$ cat config.mk
export PLATFORM = sky130hd
export DESIGN_NAME = cc_uart_rx_flat
export DESIGN_NICKNAME = d
export VERILOG_FILES = /design/src/rtl/cc_uart_pkg.sv /design/src/rtl/cc_uart_rx_if.sv /design/src/rtl/cc_sync2.sv /design/src/rtl/cc_uart.sv /design/src/flat_wrapper.sv
export SDC_FILE = /design/constraint.sdc
export NUM_CORES = 1
export LEC_CHECK = 0
export CAP_MARGIN = 20
export CORE_ASPECT_RATIO = 0.8
export CORE_MARGIN = 5
export CORE_UTILIZATION = 55
export DETAILED_ROUTE_END_ITERATION = 10
export PLACE_DENSITY = 0.83
export SLEW_MARGIN = 20
export SYNTH_ARGS = -nofsm -noshare
export SYNTH_HDL_FRONTEND = slang
export SYNTH_SLANG_ARGS = --single-unit
export TNS_END_PERCENT = 10
$ cat constraint.sdc
create_clock -name clk -period 6.3 [get_ports clk]
set_input_delay 1.26 -clock clk [delete_from_list [all_inputs] [get_ports clk]]
set_output_delay 1.26 -clock clk [all_outputs]
set_load 0.05 [all_outputs]
$ cat src/rtl/cc_uart_pkg.sv
// Shared types and constants for the cc_uart receiver/transmitter family.
// Optional feature macro: CC_UART_PARITY_EN (adds the even-parity state).
package cc_uart_pkg;

    localparam int CLKS_PER_BIT_DEFAULT = 434;
    localparam int BAUD_CNT_W           = 12;

`ifdef CC_UART_PARITY_EN
    typedef enum logic [2:0] {
        ST_IDLE,
        ST_START,
        ST_DATA,
        ST_PARITY,
        ST_STOP
    } rx_state_e;
`else
    typedef enum logic [1:0] {
        ST_IDLE,
        ST_START,
        ST_DATA,
        ST_STOP
    } rx_state_e;
`endif

endpackage

$ cat src/rtl/cc_uart_rx_if.sv
// Byte-side handshake and status bundle of the UART receiver.
// Optional feature macro: CC_UART_PARITY_EN (adds rx_parity_err).
interface cc_uart_rx_if;

    logic       rx_ready;
    logic [7:0] rx_data;
    logic       rx_valid;
    logic       rx_done;
    logic       rx_busy;
    logic       rx_frame_err;
    logic       rx_overrun;
`ifdef CC_UART_PARITY_EN
    logic       rx_parity_err;
`endif

    // master: the receiver producing bytes; slave: the consumer.
    modport master (
        input  rx_ready,
        output rx_data, rx_valid, rx_done, rx_busy, rx_frame_err, rx_overrun
`ifdef CC_UART_PARITY_EN
        , output rx_parity_err
`endif
    );

    modport slave (
        output rx_ready,
        input  rx_data, rx_valid, rx_done, rx_busy, rx_frame_err, rx_overrun
`ifdef CC_UART_PARITY_EN
        , input rx_parity_err
`endif
    );

endinterface

$ cat src/rtl/cc_sync2.sv
// Two-flop synchronizer for an asynchronous single-bit input.
// Reset value is a parameter so idle-high and idle-low lines both fit.
module cc_sync2 #(
    parameter logic RESET_VAL = 1'b1
) (
    input  logic clk,
    input  logic rst_n,
    input  logic d_i,
    output logic q_o
);

    logic meta_q;
    logic sync_q;

    // NOTE: sequential state uses non-blocking assignments so every flop samples pre-edge values.
    always_ff @(posedge clk) begin
        if (!rst_n) begin
            meta_q <= RESET_VAL;
            sync_q <= RESET_VAL;
        end else begin
            meta_q <= d_i;
            sync_q <= meta_q;
        end
    end

    assign q_o = sync_q;

endmodule

$ cat src/rtl/cc_uart.sv
// UART receiver: 8 data bits, LSB first, one stop bit, mid-bit sampling.
// Optional feature macro: CC_UART_PARITY_EN (even parity bit before stop).
module cc_uart_rx
    import cc_uart_pkg::*;
#(
    parameter int CLKS_PER_BIT = CLKS_PER_BIT_DEFAULT
) (
    input  logic clk,
    input  logic rst_n,
    input  logic rx_in,
    cc_uart_rx_if.master rx_if
);

    localparam logic [BAUD_CNT_W-1:0] BIT_LAST  = BAUD_CNT_W'(CLKS_PER_BIT - 1);
    localparam logic [BAUD_CNT_W-1:0] HALF_LAST = BAUD_CNT_W'(CLKS_PER_BIT / 2 - 1);

    logic rx_sync;

    cc_sync2 #(.RESET_VAL(1'b1)) u_sync (
        .clk   (clk),
        .rst_n (rst_n),
        .d_i   (rx_in),
        .q_o   (rx_sync)
    );

    rx_state_e             state_q, state_d;
    logic [BAUD_CNT_W-1:0] baud_q, baud_d;
    logic [2:0]            bit_q, bit_d;
    logic [7:0]            shift_q, shift_d;
    logic [7:0]            data_q, data_d;
    logic                  valid_q, valid_d;
    logic                  done_q, done_d;
    logic                  ferr_q, ferr_d;
    logic                  ovr_q, ovr_d;
`ifdef CC_UART_PARITY_EN
    logic                  par_bad_q, par_bad_d;
    logic                  perr_q, perr_d;
`endif
    logic                  byte_ok;

    always_ff @(posedge clk) begin
        if (!rst_n) begin
            state_q   <= ST_IDLE;
            baud_q    <= '0;
            bit_q     <= '0;
            shift_q   <= '0;
            data_q    <= '0;
            valid_q   <= 1'b0;
            done_q    <= 1'b0;
            ferr_q    <= 1'b0;
            ovr_q     <= 1'b0;
`ifdef CC_UART_PARITY_EN
            par_bad_q <= 1'b0;
            perr_q    <= 1'b0;
`endif
        end else begin
            state_q   <= state_d;
            baud_q    <= baud_d;
            bit_q     <= bit_d;
            shift_q   <= shift_d;
            data_q    <= data_d;
            valid_q   <= valid_d;
            done_q    <= done_d;
            ferr_q    <= ferr_d;
            ovr_q     <= ovr_d;
`ifdef CC_UART_PARITY_EN
            par_bad_q <= par_bad_d;
            perr_q    <= perr_d;
`endif
        end
    end

`ifdef CC_UART_PARITY_EN
    assign byte_ok = !par_bad_q;
`else
    assign byte_ok = 1'b1;
`endif

    always_comb begin
        // NOTE: every combinational output gets a default first, so no path can infer a latch.
        state_d   = state_q;
        baud_d    = baud_q + 12'd1;
        bit_d     = bit_q;
        shift_d   = shift_q;
        data_d    = data_q;
        valid_d   = valid_q;
        done_d    = 1'b0;
        ferr_d    = 1'b0;
        ovr_d     = ovr_q;
`ifdef CC_UART_PARITY_EN
        par_bad_d = par_bad_q;
        perr_d    = 1'b0;
`endif

        if (valid_q && rx_if.rx_ready) begin
            valid_d = 1'b0;
        end

        case (state_q)
            ST_IDLE: begin
                baud_d = '0;
                if (!rx_sync) begin
                    state_d = ST_START;
                    bit_d   = '0;
                end
            end
            ST_START: begin
                if (baud_q == HALF_LAST) begin
                    baud_d  = '0;
                    state_d = rx_sync ? ST_IDLE : ST_DATA;
                end
            end
            ST_DATA: begin
                if (baud_q == BIT_LAST) begin
                    baud_d  = '0;
                    shift_d = {rx_sync, shift_q[7:1]};
                    bit_d   = bit_q + 3'd1;
                    if (bit_q == 3'd7) begin
`ifdef CC_UART_PARITY_EN
                        state_d = ST_PARITY;
`else
                        state_d = ST_STOP;
`endif
                    end
                end
            end
`ifdef CC_UART_PARITY_EN
            ST_PARITY: begin
                if (baud_q == BIT_LAST) begin
                    baud_d    = '0;
                    par_bad_d = rx_sync ^ (^shift_q);
                    state_d   = ST_STOP;
                end
            end
`endif
            ST_STOP: begin
                if (baud_q == BIT_LAST) begin
                    baud_d  = '0;
                    state_d = ST_IDLE;
`ifdef CC_UART_PARITY_EN
                    perr_d  = par_bad_q;
`endif
                    if (rx_sync) begin
                        done_d = 1'b1;
                        if (byte_ok) begin
                            // A consume in this same cycle frees the slot, so no overrun.
                            data_d  = shift_q;
                            valid_d = 1'b1;
                            if (valid_q && !rx_if.rx_ready) begin
                                ovr_d = 1'b1;
                            end
                        end
                    end else begin
                        ferr_d = 1'b1;
                    end
                end
            end
            default: begin
                state_d = ST_IDLE;
            end
        endcase
    end

    assign rx_if.rx_data      = data_q;
    assign rx_if.rx_valid     = valid_q;
    assign rx_if.rx_done      = done_q;
    assign rx_if.rx_busy      = (state_q != ST_IDLE);
    assign rx_if.rx_frame_err = ferr_q;
    assign rx_if.rx_overrun   = ovr_q;
`ifdef CC_UART_PARITY_EN
    assign rx_if.rx_parity_err = perr_q;
`endif

endmodule

$ cat src/flat_wrapper.sv
// flat-port wrapper written by rule: the top's interface ports become plain ports
module cc_uart_rx_flat import cc_uart_pkg::*;
#(
    parameter int CLKS_PER_BIT = CLKS_PER_BIT_DEFAULT
)
  (clk, rst_n, rx_in, rx_if_rx_ready, rx_if_rx_data, rx_if_rx_valid, rx_if_rx_done, rx_if_rx_busy, rx_if_rx_frame_err, rx_if_rx_overrun);
  cc_uart_rx_if rx_if_i ();
  input  logic clk;
  input  logic rst_n;
  input  logic rx_in;
  input wire logic [$bits(rx_if_i.rx_ready)-1:0] rx_if_rx_ready;
  output wire logic [$bits(rx_if_i.rx_data)-1:0] rx_if_rx_data;
  output wire logic [$bits(rx_if_i.rx_valid)-1:0] rx_if_rx_valid;
  output wire logic [$bits(rx_if_i.rx_done)-1:0] rx_if_rx_done;
  output wire logic [$bits(rx_if_i.rx_busy)-1:0] rx_if_rx_busy;
  output wire logic [$bits(rx_if_i.rx_frame_err)-1:0] rx_if_rx_frame_err;
  output wire logic [$bits(rx_if_i.rx_overrun)-1:0] rx_if_rx_overrun;
  assign rx_if_i.rx_ready = rx_if_rx_ready;
  assign rx_if_rx_data = rx_if_i.rx_data;
  assign rx_if_rx_valid = rx_if_i.rx_valid;
  assign rx_if_rx_done = rx_if_i.rx_done;
  assign rx_if_rx_busy = rx_if_i.rx_busy;
  assign rx_if_rx_frame_err = rx_if_i.rx_frame_err;
  assign rx_if_rx_overrun = rx_if_i.rx_overrun;
  cc_uart_rx #(.CLKS_PER_BIT(CLKS_PER_BIT)) u_core (.clk(clk), .rst_n(rst_n), .rx_in(rx_in), .rx_if(rx_if_i));
endmodule
Word level (Yosys, flattened, before mapping):

Index checks and enable logic that the tools add are counted.

* add/subtract/negate cells: 2
* eq/ne operators: 11
* multiplexer cells: 19
* reduce and logical (&&, ||, !) cells: 13

Operators by type and width (count)
* $pmux 12 s3: 1
* $mux 12: 2
* $add 12x1->12 const B: 1
* $eq 12x8->1 const B: 1
* $eq 12x9->1 const B: 1
* $mux 2: 6
* $reduce_and 3->1: 3
* $ne 2x1->1 const B: 4
* $pmux 2 s4: 1
* $mux 1: 6
* $mux 3: 2
* $pmux 3 s2: 1
* $reduce_and 5->1: 1
* $eq 2x2->1 const B: 2
* $reduce_and 4->1: 1
* $reduce_bool 2->1: 2
* $add 3x1->3 const B: 1
* $eq 3x3->1 const B: 1
* $eq 2x1->1 const B: 1
* $logic_and 1x1->1: 2
* $logic_not 2->1: 1
* $ne 2x2->1 const B: 1
* $reduce_and 2->1: 1
* $reduce_or 2->1: 1
* $logic_not 1->1: 1

* bits in registers: 39
* input bits: 4
* output and inout port bits: 13
* logic and storage cells: 56

Depth between registers and ports, before layout:

Gate-level depths: netlist of the first run.

* word-level depth: 5
* depth in mapped cells: 7
* gate-level depth less buffers: 6

Cells and area by module:

From an unflattened synthesis of the first run, not the netlist that was laid out.

* cells, all modules: 172
* area, all modules: 1631.6 um^2

Modules (own cells, without submodules)
* cc_uart_rx: times used 1, cells each 168, area each 1579.0 um^2, sequential area each 740.7 um^2
* cc_sync2: times used 1, cells each 4, area each 52.6 um^2, sequential area each 40.0 um^2

Worst setup path before layout of the first run:

OpenSTA, ideal clock, no wires.

* kind: register -> output
* from: reg (tool-made name)
* to: out rx_if_rx_busy
* arrival time: 0.872 ns
* required time: 5.040 ns
* path slack: 4.168 ns
* cell stages (with the launch flop): 3
* buffers on the path: 1
* path through: dfxtp_1 -> clkbuf_1 -> or2_2

RTL lines
* end, declared: RTL line flat_wrapper.sv:15 `output wire logic [$bits(rx_if_i.rx_busy)-1:0] rx_if_rx_busy;`

==> results of run 1 <==
## per-layer routing
| metal | wire length (um) | vias up | GRT usage (%) |
|---|---|---|---|
| met2 | 1370 | 27 | 26.4 |
| met3 | 112 | 9 | 4.61 |
| met5 | 0 | - | 0 |
| met1 | 1440 | 578 | 19.2 |
| li1 | - | 634 | - |
| met4 | 74 | 0 | 9.12 |
## kinds of logic (layout without fill, tap and decap cells)
family | after synthesis | after routing | synth area share (%)
simple gates | 79 | 79 | 24.9
flops | 39 | 39 | 47.5
mux | 16 | 16 | 9.74
buf+inv | 16 | 31 | 3.96
compound gates | 11 | 11 | 4.79
xor+xnor | 10 | 10 | 5.33
fa+ha+maj | 5 | 5 | 3.81
## state kept, by name (all words and copies together) (netlist names), 3 cells and up, named ones only
register,cells
u_core.baud_q,12
u_core.shift_q,8
u_core.bit_q,3
u_core.rx_if.rx_data,8
## stage by stage
step	area [um2]	hold slack (ps)	power, mW	setup WS (ps)
2_1_floorplan	1640	386	0.279	4170
3_3_place_gp	1830	403	0.285	2820
3_5_place_dp	1830	411	0.287	2700
4_1_cts	1920	437	0.445	3000
5_1_grt	1920	479	0.460	2780
6_report	1920	429	0.442	2980
## layout make-up
cell class / count / share of cell area [%]
timing repair buffer: 18 / 9.13
sequential: 39 / 40.7
tap: 38 / 2.48
clock buffer: 6 / 3.78
inverter: 5 / 0.978
multi-input combinational: 121 / 42.3
clock inverter: 2 / 0.652
## worst reg2reg max path, delay by kind of cell, from the launching register on
| family | cells | cell delay (ps) |
|---|---|---|
| and+or+nand+nor | 3 | 1360 |
| AOI/OAI and AO/OA | 1 | 810 |
| DFF | 1 | 340 |
## power breakdown
group / internal (mW) / total, mW / switching (mW)
Sequential: 0.250 / 0.255 / 0.00535
Clock: 0.0772 / 0.161 / 0.0834
Combinational: 0.0106 / 0.0263 / 0.0157
Total: 0.337 / 0.442 / 0.105
## cell usage in the layout, fill, tap and decap left out, types with 5 or more instances in the layout
cell and n:
xnor2_1 5, clkdlybuf4s50_1 16, dfxtp_1 39, ha_1 5, xor2_1 5, nand2b_1 5
clkbuf_8 5, inv_1 5, nand3_1 10, nand2_1 5, nor2_1 32, mux2i_1 16
## worst paths after layout
path,start,endpoint,cells past startpoint
max reg2reg,u_core.baud_q[2],u_core.baud_q[8],4
min,u_core.u_sync.meta_q,u_core.u_sync.q_o,1
min reg2reg,u_core.u_sync.meta_q,u_core.u_sync.q_o,1
max,rst_n,u_core.baud_q[8],5
## cells in the mapped netlist, drive strengths merged, types with 2 or more instances
cell type  count
a31oi          3
nand2b         5
dfxtp         39
a21oi          2
nor2b          2
nand2          5
inv            5
mux2i         16
xnor2          5
ha             5
xor2           5
o211ai         3
nor3           2
nand3         10
nor4           5
clkbuf         7
buf            4
nand4          3
and3           3
nand4b         2
nor2          32
or4            3
and4           2
==> results.cfg, run 1 <==
[outcome]
status = complete, no violations

[clock_tree]
clkLatencyLatePin_ps = 290
cts-root-buf = clkbuf_8
cts_tree = yes
cts_made_buffers = 5
clk_pin_slew_ps = 70
htreeDepth = 2
cts_hold_buf = 0
cts_resized = 0
clockBufferDepth = 2
postCtsSetupRepairBufs = 0
clock_sinks = 39

[critical_path]
critPathTopFamily = buffers and inverters
cp.arrival_ps = 3460
cp_slowest_cell = a2bb2oi_1
cp-start-kind = primary input
r2r_slack_ps = 3640
end_kind = register
crit_top_cell = nor2_1
crit_buf_inv = 2
required_ps = 6440
critPathMaxStageDelay_ps = 780
critPathMaxFanout = 22
crit_type = in2reg
cp_cell_sequence = clkdlybuf4s50_1, inv_1, nor2_1, a2bb2oi_1, nor2_1

[synthesis]
synth_ff_type = dfxtp_1
synthTopCellsByArea = dfxtp_1 47%, mux2i_1 9.7%, nor2_1 7.3%
synth_nets = 185
synth_area_um2 = 1640
ys_seq_area_share_pct = 47.5
synth.avg_cell_area_um2 = 9.34
yosys.cell_types.count = 32
async_flop_share_pct = 0
yosys_warnings = 0
synth_top_area_cell = dfxtp_1
netlist.area_leader.share_pct = 47.5
ys_seq_elements = 39
synth_edf_count = 0
synthCells = 176

[finish]
multiInputGateArea_um2 = 811
finalNonFillerCells = 229
final_util_pct = 68.3
fillCellCount = 224
nets = 199
drive_gt1_share_pct = 7.33
ff_latch_area_um2 = 781
syn_to_final_growth_pct = 16.7
antenna_cells = 0

[routing]
drc_errors = 0
viasPerCell = 5.45
wire_per_inst_um = 13.1
num_vias = 1248
postRouteAntennaNets = 0
drt_wl_total_um = 2990
dr.first_iter.drc_count = 84
first_pass_iters = 4

[sta]
setup_viol = 0
fin_skew_ps = 2.72
worst_pin_slew_ps = 989
slew_violations = 0
fin_crit_sh_pct = 52.6
finalCriticalPeriod_ps = 3320
fin_tns_setup_ps = 0
clock.fmax_ghz = 0.302
relSlewSlack_pct = 33.8
rsz0062_at_grt = no
final_hold_viol_count = 0

[placement]
numPortBuffers = 16
placed_cells = 221
hpwl_um = 2210
routabilityCongestion = 0.776

[grt]
grt_overflow_total = 0
grt_pass1_vias = 1248
grtUsageTotal_pct = 16.2
grt_pass1_wl_um = 5330
antenna_found_initial = 0
grt_max_degree = 23

[power]
power_density_nw_per_um2 = 230
irDropWorstVdd_uv = 189
p_leak_nw = 0.657

[die]
io_pins = 17
die_h_um = 58.9
die_area_um2 = 4190
fp.dieW_um = 71.1
initial_core_util_pct = 58.6
num_rows = 17
coreArea_um2 = 2810

[min_path]
min_path_type = reg2reg

[run]
maxCapViolCount = 0
Note: power is estimated with default switching activity, not from simulation.
==> inputs of run 2 (changes only) <==
--- a/config.mk
+++ b/config.mk
@@ -8,9 +8,9 @@
 export CAP_MARGIN = 20
 export CORE_ASPECT_RATIO = 0.8
 export CORE_MARGIN = 5
-export CORE_UTILIZATION = 55
+export CORE_UTILIZATION = 49
 export DETAILED_ROUTE_END_ITERATION = 10
-export PLACE_DENSITY = 0.83
+export PLACE_DENSITY = 0.78
 export SLEW_MARGIN = 20
 export SYNTH_ARGS = -nofsm -noshare
 export SYNTH_HDL_FRONTEND = slang
==> constraint.sdc (replaced) <==
create_clock -name clk -period 2.85 [get_ports clk]
set_input_delay 0.57 -clock clk [delete_from_list [all_inputs] [get_ports clk]]
set_output_delay 0.57 -clock clk [all_outputs]
set_load 0.05 [all_outputs]
==> results.cfg, run 2 (synthesized netlist as in run 1, its figures left out) <==
[outcome]
status = complete, no violations

[clock_tree]
cts-root-buf = clkbuf_8
cts_made_buffers = 5
clkLatencyLatePin_ps = 290
clock_sinks = 39
cts_tree = yes
cts_resized = 0
postCtsSetupRepairBufs = 0
htreeDepth = 2
clk_pin_slew_ps = 70
cts_hold_buf = 0
clockBufferDepth = 2

[routing]
drc_errors = 0
first_pass_iters = 4
drt_wl_total_um = 3220
wire_per_inst_um = 13.8
dr.first_iter.drc_count = 68
postRouteAntennaNets = 0
num_vias = 1281
viasPerCell = 5.50

[grt]
grt_pass1_vias = 1259
grt_overflow_total = 0
grt_pass1_wl_um = 5690
grtUsageTotal_pct = 16.2
grt_max_degree = 22
antenna_found_initial = 0

[die]
die_h_um = 61.8
fp.dieW_um = 74.8
initial_core_util_pct = 52.1
io_pins = 17
coreArea_um2 = 3150
die_area_um2 = 4620
num_rows = 18

[placement]
hpwl_um = 2390
numPortBuffers = 16
postPlaceCellArea_um2 = 1850
routabilityCongestion = 0.944

[finish]
final_util_pct = 62.0
stdcell_area_um2 = 1950
final_common_cell = dfxtp_1
drive_gt1_share_pct = 8.81
antenna_cells = 0
regMostFlops = u_core.baud_q
syn_to_final_growth_pct = 18.9
nets = 201
final_cell_mix = 39 x dfxtp_1, 32 x nor2_1, 16 x mux2i_1, 16 x clkdlybuf4s50_1, 10 x nand3_1
largest_reg_flops = 12

[power]
irDropWorstVdd_uv = 395
p_leak_nw = 0.676
power_density_nw_per_um2 = 524

[critical_path]
cp_cell_sequence = or2_2, clkdlybuf4s50_1
critPathMaxStageDelay_ps = 790
crit_buf_inv = 1
r2r_slack_ps = 710
cp-start-kind = register
timing.rr.end = u_core.bit_q[0]
critPathTopFamily = buffers and inverters
cp.arrival_ps = 1750
crit_type = reg2out
required_ps = 2280
end_kind = primary output
ff2ff_path_depth = 4
cp_slowest_cell = clkdlybuf4s50_1
rr_startpoint = u_core.baud_q[2]
critPathMaxFanout = 11

[min_path]
min_from = u_core.u_sync.meta_q
holdPathEnd = u_core.u_sync.q_o
min_path_type = reg2reg
worstHoldPathCells = 1

[sta]
rsz0062_at_grt = no
fin_tns_setup_ps = 0
setup_viol = 0
slew_violations = 0
finalCriticalPeriod_ps = 2320
relSlewSlack_pct = 63.4
fin_skew_ps = 5.97
fin_crit_sh_pct = 81.6
final_hold_viol_count = 0
clock.fmax_ghz = 0.430
worst_pin_slew_ps = 545

[run]
maxCapViolCount = 0
-- run 2: area by class of cell --
| class | count | area, um2 |
|---|---|---|
| repair buffers | 20 | 190 |
| well taps | 40 | 50.0 |
| clock buffers | 7 | 96.3 |
| clock inverters | 1 | 7.51 |
| fillers | 267 | 1200 |
| flip-flops and latches | 39 | 781 |
| multi-input cells | 121 | 811 |
| inverters | 5 | 18.8 |
-- run 2: routing by layer --
layer	up-vias	global-route usage [%]	wire length [um]
li1	641	-	-
met4	0	7.11	55
met5	-	0	0
met1	595	21.1	1570
met2	37	25.8	1460
met3	8	4.18	133
-- run 2: through the flow --
step,power [mW],setup slack [ps],hold WS (ps),cells
finish,1.02,525,422,233
detailed placement,0.638,704,408,225
CTS,1.04,517,425,233
global placement,0.635,757,392,225
global route,1.07,454,442,233
floorplan,0.617,783,386,176
-- run 2: worst max path at each step --
stage               slack [ps]  cells after the start              start                 to
floorplan                  780                      6   u_core.baud_q[2]  u_core.baud_q[10]
CTS                        520                      2  u_core.state_q[0]      rx_if_rx_busy
detailed placement         700                      4   u_core.baud_q[2]    u_core.bit_q[0]
global placement           760                      4   u_core.baud_q[2]    u_core.bit_q[0]
global route               450                      2  u_core.state_q[0]      rx_if_rx_busy
finish                     530                      2  u_core.state_q[0]      rx_if_rx_busy
-- run 2: power breakdown --
| group | switching, mW | leakage, nW | total (mW) | internal (mW) |
|---|---|---|---|---|
| sequential | 0.0108 | 0.315 | 0.562 | 0.552 |
| clock | 0.179 | 0.0505 | 0.399 | 0.220 |
| combinational | 0.0367 | 0.310 | 0.0630 | 0.0263 |
